File: src/rtl/cva6_shim_pkg.sv
// Shared constants, types and helpers for the cva6_processor_shim RV32I stand-in.
package cva6_shim_pkg;

  localparam int unsigned NUM_REGS  = 32;
  localparam int unsigned XLEN      = 32;
  localparam int unsigned MEM_WORDS = 32;
  localparam int unsigned SB_DEPTH  = 2;

  localparam int unsigned REG_AW   = $clog2(NUM_REGS);
  localparam int unsigned IDX_W    = $clog2(MEM_WORDS);
  localparam int unsigned SB_PTR_W = (SB_DEPTH > 1) ? $clog2(SB_DEPTH) : 1;
  localparam int unsigned SB_CNT_W = $clog2(SB_DEPTH + 1);

  localparam logic [6:0] OP_IMM = 7'b0010011;
  localparam logic [6:0] OP     = 7'b0110011;
  localparam logic [6:0] LUI    = 7'b0110111;
  localparam logic [6:0] LOAD   = 7'b0000011;
  localparam logic [6:0] STORE  = 7'b0100011;

  localparam logic [2:0] F3_ADD  = 3'b000;
  localparam logic [2:0] F3_SLL  = 3'b001;
  localparam logic [2:0] F3_SLT  = 3'b010;
  localparam logic [2:0] F3_SLTU = 3'b011;
  localparam logic [2:0] F3_XOR  = 3'b100;
  localparam logic [2:0] F3_SR   = 3'b101;
  localparam logic [2:0] F3_OR   = 3'b110;
  localparam logic [2:0] F3_AND  = 3'b111;
  localparam logic [2:0] F3_W    = 3'b010;

  localparam logic [6:0] F7_BASE = 7'b0000000;
  localparam logic [6:0] F7_ALT  = 7'b0100000;

  typedef enum logic {IDLE, LOAD_WAIT} state_e;

  typedef struct packed {
    logic [IDX_W-1:0] index;
    logic [XLEN-1:0]  data;
  } sb_entry_t;

  function automatic logic [SB_PTR_W-1:0] sb_ptr_inc(input logic [SB_PTR_W-1:0] p);
    return (32'(p) == SB_DEPTH - 1) ? '0 : p + SB_PTR_W'(1);
  endfunction

endpackage

File: src/rtl/cva6_shim_store_buffer.sv
// Circular store-buffer FIFO with push/pop and youngest-match forwarding lookup.
module cva6_shim_store_buffer
  import cva6_shim_pkg::*;
(
  input  logic             clk_i,
  input  logic             rst_ni,
  input  logic             push_i,
  input  sb_entry_t        push_entry_i,
  input  logic             pop_i,
  input  logic [IDX_W-1:0] lookup_idx_i,
  output logic             empty_o,
  output logic             full_next_c_o,
  output sb_entry_t        head_c_o,
  output logic             fwd_hit_c_o,
  output logic [XLEN-1:0]  fwd_data_c_o
);

  sb_entry_t             entries_q [SB_DEPTH];
  logic [SB_PTR_W-1:0]   wr_ptr_q, wr_ptr_d;
  logic [SB_PTR_W-1:0]   rd_ptr_q, rd_ptr_d;
  logic [SB_CNT_W-1:0]   cnt_q, cnt_d;
  logic                  empty_q;
  logic                  do_push, do_pop;
  logic [SB_PTR_W-1:0]   slot;

  assign do_pop  = pop_i && (cnt_q != '0);
  assign do_push = push_i && ((cnt_q != SB_CNT_W'(SB_DEPTH)) || do_pop);

  // Pointer and occupancy update
  always_comb begin
    wr_ptr_d = wr_ptr_q;
    rd_ptr_d = rd_ptr_q;
    cnt_d    = cnt_q;
    if (do_push) wr_ptr_d = sb_ptr_inc(wr_ptr_q);
    if (do_pop)  rd_ptr_d = sb_ptr_inc(rd_ptr_q);
    case ({do_push, do_pop})
      2'b10:   cnt_d = cnt_q + SB_CNT_W'(1);
      2'b01:   cnt_d = cnt_q - SB_CNT_W'(1);
      default: cnt_d = cnt_q;
    endcase
  end

  always_ff @(posedge clk_i or negedge rst_ni) begin
    if (!rst_ni) begin
      wr_ptr_q <= '0;
      rd_ptr_q <= '0;
      cnt_q    <= '0;
      empty_q  <= 1'b1;
      for (int i = 0; i < int'(SB_DEPTH); i++) entries_q[i] <= '0;
    end else begin
      wr_ptr_q <= wr_ptr_d;
      rd_ptr_q <= rd_ptr_d;
      cnt_q    <= cnt_d;
      empty_q  <= (cnt_d == '0);
      if (do_push) entries_q[wr_ptr_q] <= push_entry_i;
    end
  end

  assign empty_o       = empty_q;
  assign full_next_c_o = (cnt_d == SB_CNT_W'(SB_DEPTH));
  assign head_c_o      = entries_q[rd_ptr_q];

  // Walk oldest-to-youngest so the last match wins
  always_comb begin
    fwd_hit_c_o  = 1'b0;
    fwd_data_c_o = '0;
    slot         = '0;
    for (int unsigned i = 0; i < SB_DEPTH; i++) begin
      slot = SB_PTR_W'((32'(rd_ptr_q) + i) % SB_DEPTH);
      if ((SB_CNT_W'(i) < cnt_q) && (entries_q[slot].index == lookup_idx_i)) begin
        fwd_hit_c_o  = 1'b1;
        fwd_data_c_o = entries_q[slot].data;
      end
    end
  end

endmodule

File: src/rtl/cva6_processor_shim.sv
// In-order RV32I shim: one-cycle ALU ops, LW/SW through a word memory and store buffer.
// Optional EXPOSE_STATE_EN adds regfile_o/mem_o mirrors of architectural state.
module cva6_processor_shim
  import cva6_shim_pkg::*;
(
  input  logic                      clk_i,
  input  logic                      rst_ni,
  input  logic [31:0]               instr_i,
  input  logic                      instr_valid_i,
  output logic                      instr_ready_o,
  input  logic                      store_mem_resp_i,
  input  logic                      load_mem_resp_i
`ifdef EXPOSE_STATE_EN
  ,
  output logic [NUM_REGS*XLEN-1:0]  regfile_o,
  output logic [MEM_WORDS*XLEN-1:0] mem_o
`endif
);

  logic [XLEN-1:0]   rf_q  [NUM_REGS];
  logic [XLEN-1:0]   mem_q [MEM_WORDS];
  state_e            state_q, state_d;
  logic              ready_q, ready_d;
  logic [IDX_W-1:0]  ld_idx_q, ld_idx_d;
  logic [REG_AW-1:0] ld_rd_q, ld_rd_d;

  logic [6:0]        opcode, f7;
  logic [2:0]        f3;
  logic [REG_AW-1:0] rd, rs1, rs2;
  logic [XLEN-1:0]   rs1_val, rs2_val, imm_i, imm_s, imm_u, addr;
  logic [IDX_W-1:0]  addr_idx;
  logic              accept, is_lw, is_sw;
  logic              alu_we;
  logic [XLEN-1:0]   alu_res;
  logic              rf_we;
  logic [REG_AW-1:0] rf_waddr;
  logic [XLEN-1:0]   rf_wdata, load_data;

  logic              sb_empty, sb_full_next, sb_hit, sb_pop;
  sb_entry_t         sb_head;
  logic [XLEN-1:0]   sb_fwd_data;

  assign opcode  = instr_i[6:0];
  assign rd      = instr_i[11:7];
  assign f3      = instr_i[14:12];
  assign rs1     = instr_i[19:15];
  assign rs2     = instr_i[24:20];
  assign f7      = instr_i[31:25];
  assign imm_i   = {{(XLEN-12){instr_i[31]}}, instr_i[31:20]};
  assign imm_s   = {{(XLEN-12){instr_i[31]}}, instr_i[31:25], instr_i[11:7]};
  assign imm_u   = {instr_i[31:12], 12'b0};
  assign rs1_val = rf_q[rs1];
  assign rs2_val = rf_q[rs2];

  assign accept   = instr_valid_i && ready_q;
  assign is_lw    = (opcode == LOAD) && (f3 == F3_W);
  assign is_sw    = (opcode == STORE) && (f3 == F3_W);
  assign addr     = rs1_val + (is_sw ? imm_s : imm_i);
  assign addr_idx = IDX_W'(addr >> 2);
  assign sb_pop   = store_mem_resp_i && !sb_empty;

  // ALU; unsupported encodings leave alu_we low and retire as NOP
  always_comb begin
    alu_we  = 1'b0;
    alu_res = '0;
    case (opcode)
      OP_IMM: begin
        alu_we = 1'b1;
        case (f3)
          F3_ADD:  alu_res = rs1_val + imm_i;
          F3_SLT:  alu_res = XLEN'($signed(rs1_val) < $signed(imm_i));
          F3_SLTU: alu_res = XLEN'(rs1_val < imm_i);
          F3_XOR:  alu_res = rs1_val ^ imm_i;
          F3_OR:   alu_res = rs1_val | imm_i;
          F3_AND:  alu_res = rs1_val & imm_i;
          F3_SLL: begin
            alu_we  = (f7 == F7_BASE);
            alu_res = rs1_val << rs2;
          end
          default: begin
            alu_we  = (f7 == F7_BASE) || (f7 == F7_ALT);
            alu_res = (f7 == F7_ALT) ? XLEN'($signed(rs1_val) >>> rs2) : (rs1_val >> rs2);
          end
        endcase
      end
      OP: begin
        alu_we = 1'b1;
        case ({f7, f3})
          {F7_BASE, F3_ADD}:  alu_res = rs1_val + rs2_val;
          {F7_ALT,  F3_ADD}:  alu_res = rs1_val - rs2_val;
          {F7_BASE, F3_SLL}:  alu_res = rs1_val << rs2_val[4:0];
          {F7_BASE, F3_SLT}:  alu_res = XLEN'($signed(rs1_val) < $signed(rs2_val));
          {F7_BASE, F3_SLTU}: alu_res = XLEN'(rs1_val < rs2_val);
          {F7_BASE, F3_XOR}:  alu_res = rs1_val ^ rs2_val;
          {F7_BASE, F3_SR}:   alu_res = rs1_val >> rs2_val[4:0];
          {F7_ALT,  F3_SR}:   alu_res = XLEN'($signed(rs1_val) >>> rs2_val[4:0]);
          {F7_BASE, F3_OR}:   alu_res = rs1_val | rs2_val;
          {F7_BASE, F3_AND}:  alu_res = rs1_val & rs2_val;
          default:            alu_we  = 1'b0;
        endcase
      end
      LUI: begin
        alu_we  = 1'b1;
        alu_res = imm_u;
      end
      default: alu_we = 1'b0;
    endcase
  end

  assign load_data = sb_hit ? sb_fwd_data : mem_q[ld_idx_q];

  // Single regfile write port shared by ALU retire and load completion
  always_comb begin
    rf_we    = 1'b0;
    rf_waddr = '0;
    rf_wdata = '0;
    if (accept && alu_we) begin
      rf_we    = 1'b1;
      rf_waddr = rd;
      rf_wdata = alu_res;
    end else if ((state_q == LOAD_WAIT) && load_mem_resp_i) begin
      rf_we    = 1'b1;
      rf_waddr = ld_rd_q;
      rf_wdata = load_data;
    end
  end

  always_comb begin
    state_d  = state_q;
    ld_idx_d = ld_idx_q;
    ld_rd_d  = ld_rd_q;
    case (state_q)
      IDLE: begin
        if (accept && is_lw) begin
          state_d  = LOAD_WAIT;
          ld_idx_d = addr_idx;
          ld_rd_d  = rd;
        end
      end
      LOAD_WAIT: begin
        if (load_mem_resp_i) state_d = IDLE;
      end
      default: state_d = IDLE;
    endcase
    ready_d = (state_d == IDLE) && !sb_full_next;
  end

  always_ff @(posedge clk_i or negedge rst_ni) begin
    if (!rst_ni) begin
      state_q  <= IDLE;
      ready_q  <= 1'b0;
      ld_idx_q <= '0;
      ld_rd_q  <= '0;
    end else begin
      state_q  <= state_d;
      ready_q  <= ready_d;
      ld_idx_q <= ld_idx_d;
      ld_rd_q  <= ld_rd_d;
    end
  end

  always_ff @(posedge clk_i or negedge rst_ni) begin
    if (!rst_ni) begin
      for (int i = 0; i < int'(NUM_REGS); i++) rf_q[i] <= '0;
    end else if (rf_we && (rf_waddr != '0)) begin
      rf_q[rf_waddr] <= rf_wdata;
    end
  end

  always_ff @(posedge clk_i or negedge rst_ni) begin
    if (!rst_ni) begin
      for (int i = 0; i < int'(MEM_WORDS); i++) mem_q[i] <= '0;
    end else if (sb_pop) begin
      mem_q[sb_head.index] <= sb_head.data;
    end
  end

  cva6_shim_store_buffer u_sb (
    .clk_i         (clk_i),
    .rst_ni        (rst_ni),
    .push_i        (accept && is_sw),
    .push_entry_i  ('{index: addr_idx, data: rs2_val}),
    .pop_i         (sb_pop),
    .lookup_idx_i  (ld_idx_q),
    .empty_o       (sb_empty),
    .full_next_c_o (sb_full_next),
    .head_c_o      (sb_head),
    .fwd_hit_c_o   (sb_hit),
    .fwd_data_c_o  (sb_fwd_data)
  );

  assign instr_ready_o = ready_q;

`ifdef EXPOSE_STATE_EN
  always_comb begin
    regfile_o = '0;
    mem_o     = '0;
    for (int i = 0; i < int'(NUM_REGS); i++)  regfile_o[XLEN*i +: XLEN] = rf_q[i];
    for (int i = 0; i < int'(MEM_WORDS); i++) mem_o[XLEN*i +: XLEN]     = mem_q[i];
  end
`endif

endmodule

File: config.mk
export PLATFORM = sky130hd
export DESIGN_NAME = cva6_processor_shim
export DESIGN_NICKNAME = d
export VERILOG_FILES = /design/src/rtl/cva6_shim_pkg.sv /design/src/rtl/cva6_shim_store_buffer.sv /design/src/rtl/cva6_processor_shim.sv
export SDC_FILE = /design/constraint.sdc
export NUM_CORES = 1
export LEC_CHECK = 0
export ABC_CLOCK_PERIOD_IN_PS = 3500
export BUFFER_PORTS_ARGS = -buffer_cell sky130_fd_sc_hd__clkbuf_2
export CORE_AREA = 2 2 39 41
export DETAILED_ROUTE_END_ITERATION = 16
export DIE_AREA = 0 0 41 43
export PLACE_DENSITY = 0.64
export SYNTH_ARGS = -nofsm -noshare
export SYNTH_HDL_FRONTEND = slang
export SYNTH_SLANG_ARGS = --single-unit
File: constraint.sdc
create_clock -name clk_i -period 3.5 [get_ports clk_i]
set_input_delay 0.525 -clock clk_i [delete_from_list [all_inputs] [get_ports clk_i]]
set_output_delay 0.525 -clock clk_i [all_outputs]
set_load 0.03 [all_outputs]
==> flow_metrics.py, run 1 <==
metrics = {
    "outcome": {
        "status": "finished clean",
    },
    "placed_design": {
        "post_dp_cell_area_sq_um": 432,
        "port_buffers": 15,
        "place_inst": 64,
        "routabilityCongestion": 0.705,
    },
    "yosys": {
        "syn_area_per_cell_sq_um": 10.2,
        "ys_ff_latch": 5,
        "synth_area_sq_um": 337,
        "syn-num-nets": 70,
        "yosys.cell_types.count": 24,
        "yosysSeqAreaShare": 0.375,
        "yosys_warnings": 0,
        "syn_inst": 33,
    },
    "global_route": {
        "antenna_found_initial": 0,
        "grt_pass1_vias": 290,
        "grt_max_degree": 8,
        "grt_pass1_wl_microns": 1100,
        "grt-ovfl-total": 0,
        "track_usage": 0.0982,
    },
    "clock_network": {
        "cts.sinks": 5,
        "cts_made_buffers": 3,
        "clk_latency_ps": 240,
        "root_buffer": "clkbuf_4",
        "htree_levels": 1,
        "cts_setup_buffers": 0,
        "clkTransAtPathRegs_ps": 40,
        "ctsResizeCount": 0,
        "cts_tree": "done",
        "cts.path.max_buffers": 2,
        "hold_buffers": 0,
    },
    "critical_path": {
        "cp.arrival_ps": 1530,
        "start_kind": "flop",
        "required_ps": 3600,
        "endpoint_kind": "flop",
        "criticalPathCategory": "reg -> reg",
        "crit_fanout": 6,
    },
    "cells_and_area": {
        "instances_no_fill": 68,
        "regArea_sq_um": 126,
        "fillers": 142,
        "fin_nets": 90,
        "finalInstanceArea_sq_um": 458,
        "layout_commonest_cell": "clkbuf_2",
        "num_antenna_cells": 0,
        "final_cell_mix": "clkbuf_2, dfrtp_1, nand3_1, clkbuf_4",
        "syn_to_final_growth_pct": 36.1,
        "drive_gt1_frac": 0.500,
        "multi_input_area_sq_um": 206,
    },
    "timing": {
        "fmax_mhz": 702,
        "drv_slew": 0,
        "worst_slew_pin_slew_ps": 360,
        "setup_viol": 0,
        "finalCriticalPeriod_ps": 1430,
        "slew-limit-headroom": 0.759,
        "totalNegativeSetupSlack_ps": 0,
        "fin_crit_sh": 0.407,
        "fin_skew_ps": 2.09,
        "hold_violations": 0,
        "rsz0062_at_grt": "false",
    },
    "floorplan": {
        "die_area_sq_um": 1760,
        "dieWidth_microns": 41,
        "die_y_microns": 43,
        "ioPinCount": 38,
        "initial_utilization": 0.243,
        "core_area_sq_um": 1380,
        "num_rows": 14,
    },
    "power": {
        "ir_drop_uv": 148,
        "p_leak_nw": 0.198,
        "powerDensity_nw_per_um2": 325,
    },
    "routing": {
        "drtAntennaViolNets": 0,
        "drc": 0,
        "dr.pass1.iters": 2,
        "avgViaCountPerCell": 4.78,
        "vias": 325,
        "drtIter0Drc": 3,
        "finalWirelength_microns": 675,
        "wire_per_inst_microns": 9.93,
    },
    "hold_path": {
        "hold_class": "in -> async",
    },
    "job": {
        "drv_cap": 0,
    },
}
-- layout make-up --
class | instances | share of cell area
Timing Repair Buffer | 15 | 0.164
Sequential cell | 5 | 0.276
Inverter | 1 | 0.00820
Tap cell | 16 | 0.0437
Multi-Input combinational cell | 27 | 0.451
Clock buffer | 4 | 0.0574
-- cell families after synthesis --
kind of cell           count (synthesis)  synth area share
AND/OR/NAND/NOR                       21             0.502
AO/OA/AOI/OAI                          6             0.112
flip-flops                             5             0.375
buffers and inverters                  1            0.0111
-- critical path, stage by stage, from the launching register on --
cell     delay [ps]
dfstp_2         520
nor2b_1          90
or3b_2          450
o22ai_1         180
nor4_2           60
-- worst paths after layout --
check / from / to / slack (ps) / cells past startpoint
max in group asynchronous: rst_ni / u_sb.empty_o$_DFF_PN1_ / 3200 / 1
hold reg to reg: u_sb.cnt_q[0]$_DFF_PN0_ / u_sb.cnt_q[0]$_DFF_PN0_ / 590 / 1
min in group clk_i: load_mem_resp_i / state_q$_DFF_PN0_ / 570 / 2
hold / removal: rst_ni / u_sb.cnt_q[0]$_DFF_PN0_ / 90 / 1
setup / recovery: u_sb.empty_o$_DFF_PN1_ / instr_ready_o$_DFF_PN0_ / 2070 / 4
setup reg to reg: u_sb.empty_o$_DFF_PN1_ / instr_ready_o$_DFF_PN0_ / 2070 / 4
-- cell usage after synthesis, drive strengths merged --
cell    count  area, sq um
dfrtp       4          100
nand3       3         15.0
nor2        3         13.8
and3        2         18.8
nand2b      2         12.5
nor2b       2         12.5
o21ai       2         10.0
a21o        1         7.51
a21oi       1         5.00
and4b       1         10.0
and4bb      1         12.5
dfstp       1         26.3
inv         1         3.75
nand4       1         6.26
nor3        1         5.00
nor3b       1         7.51
nor4        1         12.5
nor4b       1         23.8
nor4bb      1         10.0
o22ai       1         6.26
o311ai      1         8.76
or3b        1         8.76
-- registers in the layout, indices dropped and copies added, names as in the netlist --
| name | cells |
|---|---|
| u_sb.cnt_q | 2 |
| instr_ready_o | 1 |
| state_q | 1 |
| u_sb.empty_o | 1 |
-- where the power goes --
| part | internal [mW] | total [mW] | switching [mW] | leakage (nW) |
|---|---|---|---|---|
| sequential | 0.0613 | 0.0635 | 0.00225 | 0.0608 |
| clock | 0.0430 | 0.0644 | 0.0215 | 0.0150 |
| combinational | 0.0125 | 0.0209 | 0.00840 | 0.122 |
| total | 0.117 | 0.149 | 0.0321 | 0.198 |
-- metal layers --
metal / vias to the layer above / GRT usage / part of all wire
li1: 167 / - / -
met1: 151 / 0.112 / 0.43
met2: 5 / 0.116 / 0.51
met3: 2 / 0.0419 / 0.030
met4: 0 / 0.120 / 0.025
met5: - / 0 / 0
-- per-stage QoR --
step	util	hold WS, ps	worst slack [ps]	total power, mW
3_3_place_gp	0.312	340	1900	0.0848
2_1_floorplan	-	229	2050	0.0740
5_1_grt	0.331	85.8	2020	0.159
6_report	0.331	89.5	2070	0.149
4_1_cts	0.331	79.6	2070	0.153
3_5_place_dp	0.312	340	1870	0.0852
No activity file was read; power rests on OpenSTA's default activity.
==> inputs of run 2 (changes only) <==
--- a/config.mk
+++ b/config.mk
@@ -5,12 +5,12 @@
 export SDC_FILE = /design/constraint.sdc
 export NUM_CORES = 1
 export LEC_CHECK = 0
-export ABC_CLOCK_PERIOD_IN_PS = 3500
+export ABC_CLOCK_PERIOD_IN_PS = 1200
 export BUFFER_PORTS_ARGS = -buffer_cell sky130_fd_sc_hd__clkbuf_2
 export CORE_AREA = 2 2 39 41
 export DETAILED_ROUTE_END_ITERATION = 16
 export DIE_AREA = 0 0 41 43
-export PLACE_DENSITY = 0.64
+export PLACE_DENSITY = 0.66
 export SYNTH_ARGS = -nofsm -noshare
 export SYNTH_HDL_FRONTEND = slang
 export SYNTH_SLANG_ARGS = --single-unit
==> constraint.sdc (replaced) <==
create_clock -name clk_i -period 1.2 [get_ports clk_i]
set_input_delay 0.18 -clock clk_i [delete_from_list [all_inputs] [get_ports clk_i]]
set_output_delay 0.18 -clock clk_i [all_outputs]
set_load 0.03 [all_outputs]
==> flow_metrics.py, run 2 (synthesis results as in run 1) <==
metrics = {
    "outcome": {
        "status": "complete, but fails checks",
        "violations": "setup timing",
    },
    "hold_path": {
        "hold_class": "in -> reg",
        "min-delay-start": "load_mem_resp_i",
        "hold_end": "state_q$_DFF_PN0_",
        "hold_path_depth": 3,
    },
    "timing": {
        "drv_slew": 0,
        "setup_viol": 1,
        "slew-limit-headroom": 0.820,
        "fin_skew_ps": 2.86,
        "hold_violations": 0,
        "fin_crit_sh": 1.04,
        "finalCriticalPeriod_ps": 1250,
        "worst_slew_pin_slew_ps": 269,
        "fmax_mhz": 800,
        "worst_slack_ps": -49.5,
        "rsz0062_at_grt": "true",
    },
    "cells_and_area": {
        "drive_gt1_frac": 0.644,
        "layout_commonest_cell": "clkbuf_2",
        "largest_register_ffs": 2,
        "final_cell_mix": "clkbuf_2, buf_4, clkbuf_4, dfrtp_1",
        "largest_register": "u_sb.cnt_q",
        "fillers": 136,
        "syn_to_final_growth_pct": 62.5,
        "fin_nets": 97,
        "num_antenna_cells": 0,
        "finalInstanceArea_sq_um": 547,
    },
    "critical_path": {
        "path_buf_inv": 0,
        "start_kind": "flop",
        "endpoint_kind": "flop",
        "r2r_start": "u_sb.empty_o$_DFF_PN1_",
        "r2r_cells": 4,
        "required_ps": 1330,
        "worst_path_max_delay_cell": "dfstp_2",
        "crit_family": "flip-flops",
        "crit_fanout": 4,
        "crit-reg2reg-capture": "instr_ready_o$_DFF_PN0_",
        "max_stage_delay_ps": 530,
        "criticalPathCategory": "reg -> reg",
        "rrSetupSlack_ps": -50,
        "crit_chain": "nor2b_2, or3b_4, o22ai_2, nor4_2",
        "cp.arrival_ps": 1370,
    },
    "routing": {
        "drtIter0Drc": 5,
        "avgViaCountPerCell": 4.85,
        "drc": 0,
        "dr.pass1.iters": 3,
        "drtAntennaViolNets": 0,
        "wire_per_inst_microns": 10.1,
        "finalWirelength_microns": 755,
        "vias": 364,
    },
    "global_route": {
        "antenna_found_initial": 0,
        "grt-ovfl-total": 0,
        "grt_pass1_wl_microns": 1350,
        "grt_pass1_vias": 353,
        "grt_max_degree": 8,
        "track_usage": 0.116,
    },
    "clock_network": {
        "clk_latency_ps": 250,
        "cts_tree": "done",
        "clkTransAtPathRegs_ps": 50,
        "htree_levels": 1,
        "root_buffer": "clkbuf_4",
        "cts.path.max_buffers": 2,
        "cts_made_buffers": 3,
        "cts.sinks": 5,
        "cts_setup_buffers": 0,
    },
    "floorplan": {
        "die_area_sq_um": 1760,
        "core_area_sq_um": 1380,
        "dieWidth_microns": 41,
        "num_rows": 14,
        "ioPinCount": 38,
        "initial_utilization": 0.243,
        "die_y_microns": 43,
    },
    "placed_design": {
        "post_dp_cell_area_sq_um": 493,
        "routabilityCongestion": 0.753,
        "dp_hpwl_microns": 620,
        "port_buffers": 15,
    },
    "power": {
        "powerDensity_nw_per_um2": 858,
        "ir_drop_uv": 666,
        "p_leak_nw": 0.241,
        "p_total_mw": 0.469,
    },
    "job": {
        "drv_cap": 0,
    },
}
-- run 2: repair_timing --
item	in CTS	in global routing
setup endpoints to repair	4	4
gates cloned	0	0
pin swaps	2	0
hold endpoints to repair	5	0
hold buffers	1	0
resized for setup	2	1
-- run 2: stage by stage --
step / worst slack [ps] / hold WS [ps] / TNS [ps] / utilization / instances
floorplan: -69.7 / -116 / -159 / - / 33
global placement: -81.8 / -4.32 / -136 / 0.356 / 70
detailed placement: -82.1 / -0.270 / -163 / 0.356 / 70
CTS: -58.4 / 270 / -58.4 / 0.390 / 75
global route: -91.1 / 270 / -196 / 0.395 / 75
finish: -49.5 / 274 / -49.5 / 0.395 / 75
-- run 2: tightest hold or removal path: stages --
cell and delay (ps):
clkbuf_2 80, o21ai_1 90, buf_4 130
-- run 2: metal layers --
metal | global-route usage | share of wire | routed length, microns | vias to the layer above
met3 | 0.0628 | 0.12 | 88 | 0
met4 | 0.0400 | 0 | 0 | 0
met1 | 0.121 | 0.36 | 270 | 167
li1 | - | - | - | 180
met5 | 0 | 0 | 0 | -
met2 | 0.188 | 0.52 | 395 | 17
-- run 2: area by class of cell --
type                       count  area, sq um  area share
multi-input combinational     27          239       0.437
tap                           16         20.0      0.0366
clock buffer                   4         26.3      0.0481
sequential                     5          128       0.233
inverter                       1         3.75     0.00686
timing repair buffer          22          130       0.238
-- run 2: worst max-delay path by stage --
stage               cells past startpoint                     from                       to
finish                                  4   u_sb.empty_o$_DFF_PN1_  instr_ready_o$_DFF_PN0_
global route                            4  instr_ready_o$_DFF_PN0_  instr_ready_o$_DFF_PN0_
CTS                                     4   u_sb.empty_o$_DFF_PN1_  instr_ready_o$_DFF_PN0_
detailed placement                      4               instr_i[6]  u_sb.cnt_q[0]$_DFF_PN0_
global placement                        4               instr_i[6]  u_sb.cnt_q[0]$_DFF_PN0_
floorplan                               4  instr_ready_o$_DFF_PN0_   u_sb.empty_o$_DFF_PN1_
-- run 2: report_power, final --
group	switching (mW)	total [mW]	internal, mW
Combinational	0.0297	0.0784	0.0486
Sequential	0.00789	0.186	0.178
Clock	0.0782	0.205	0.126
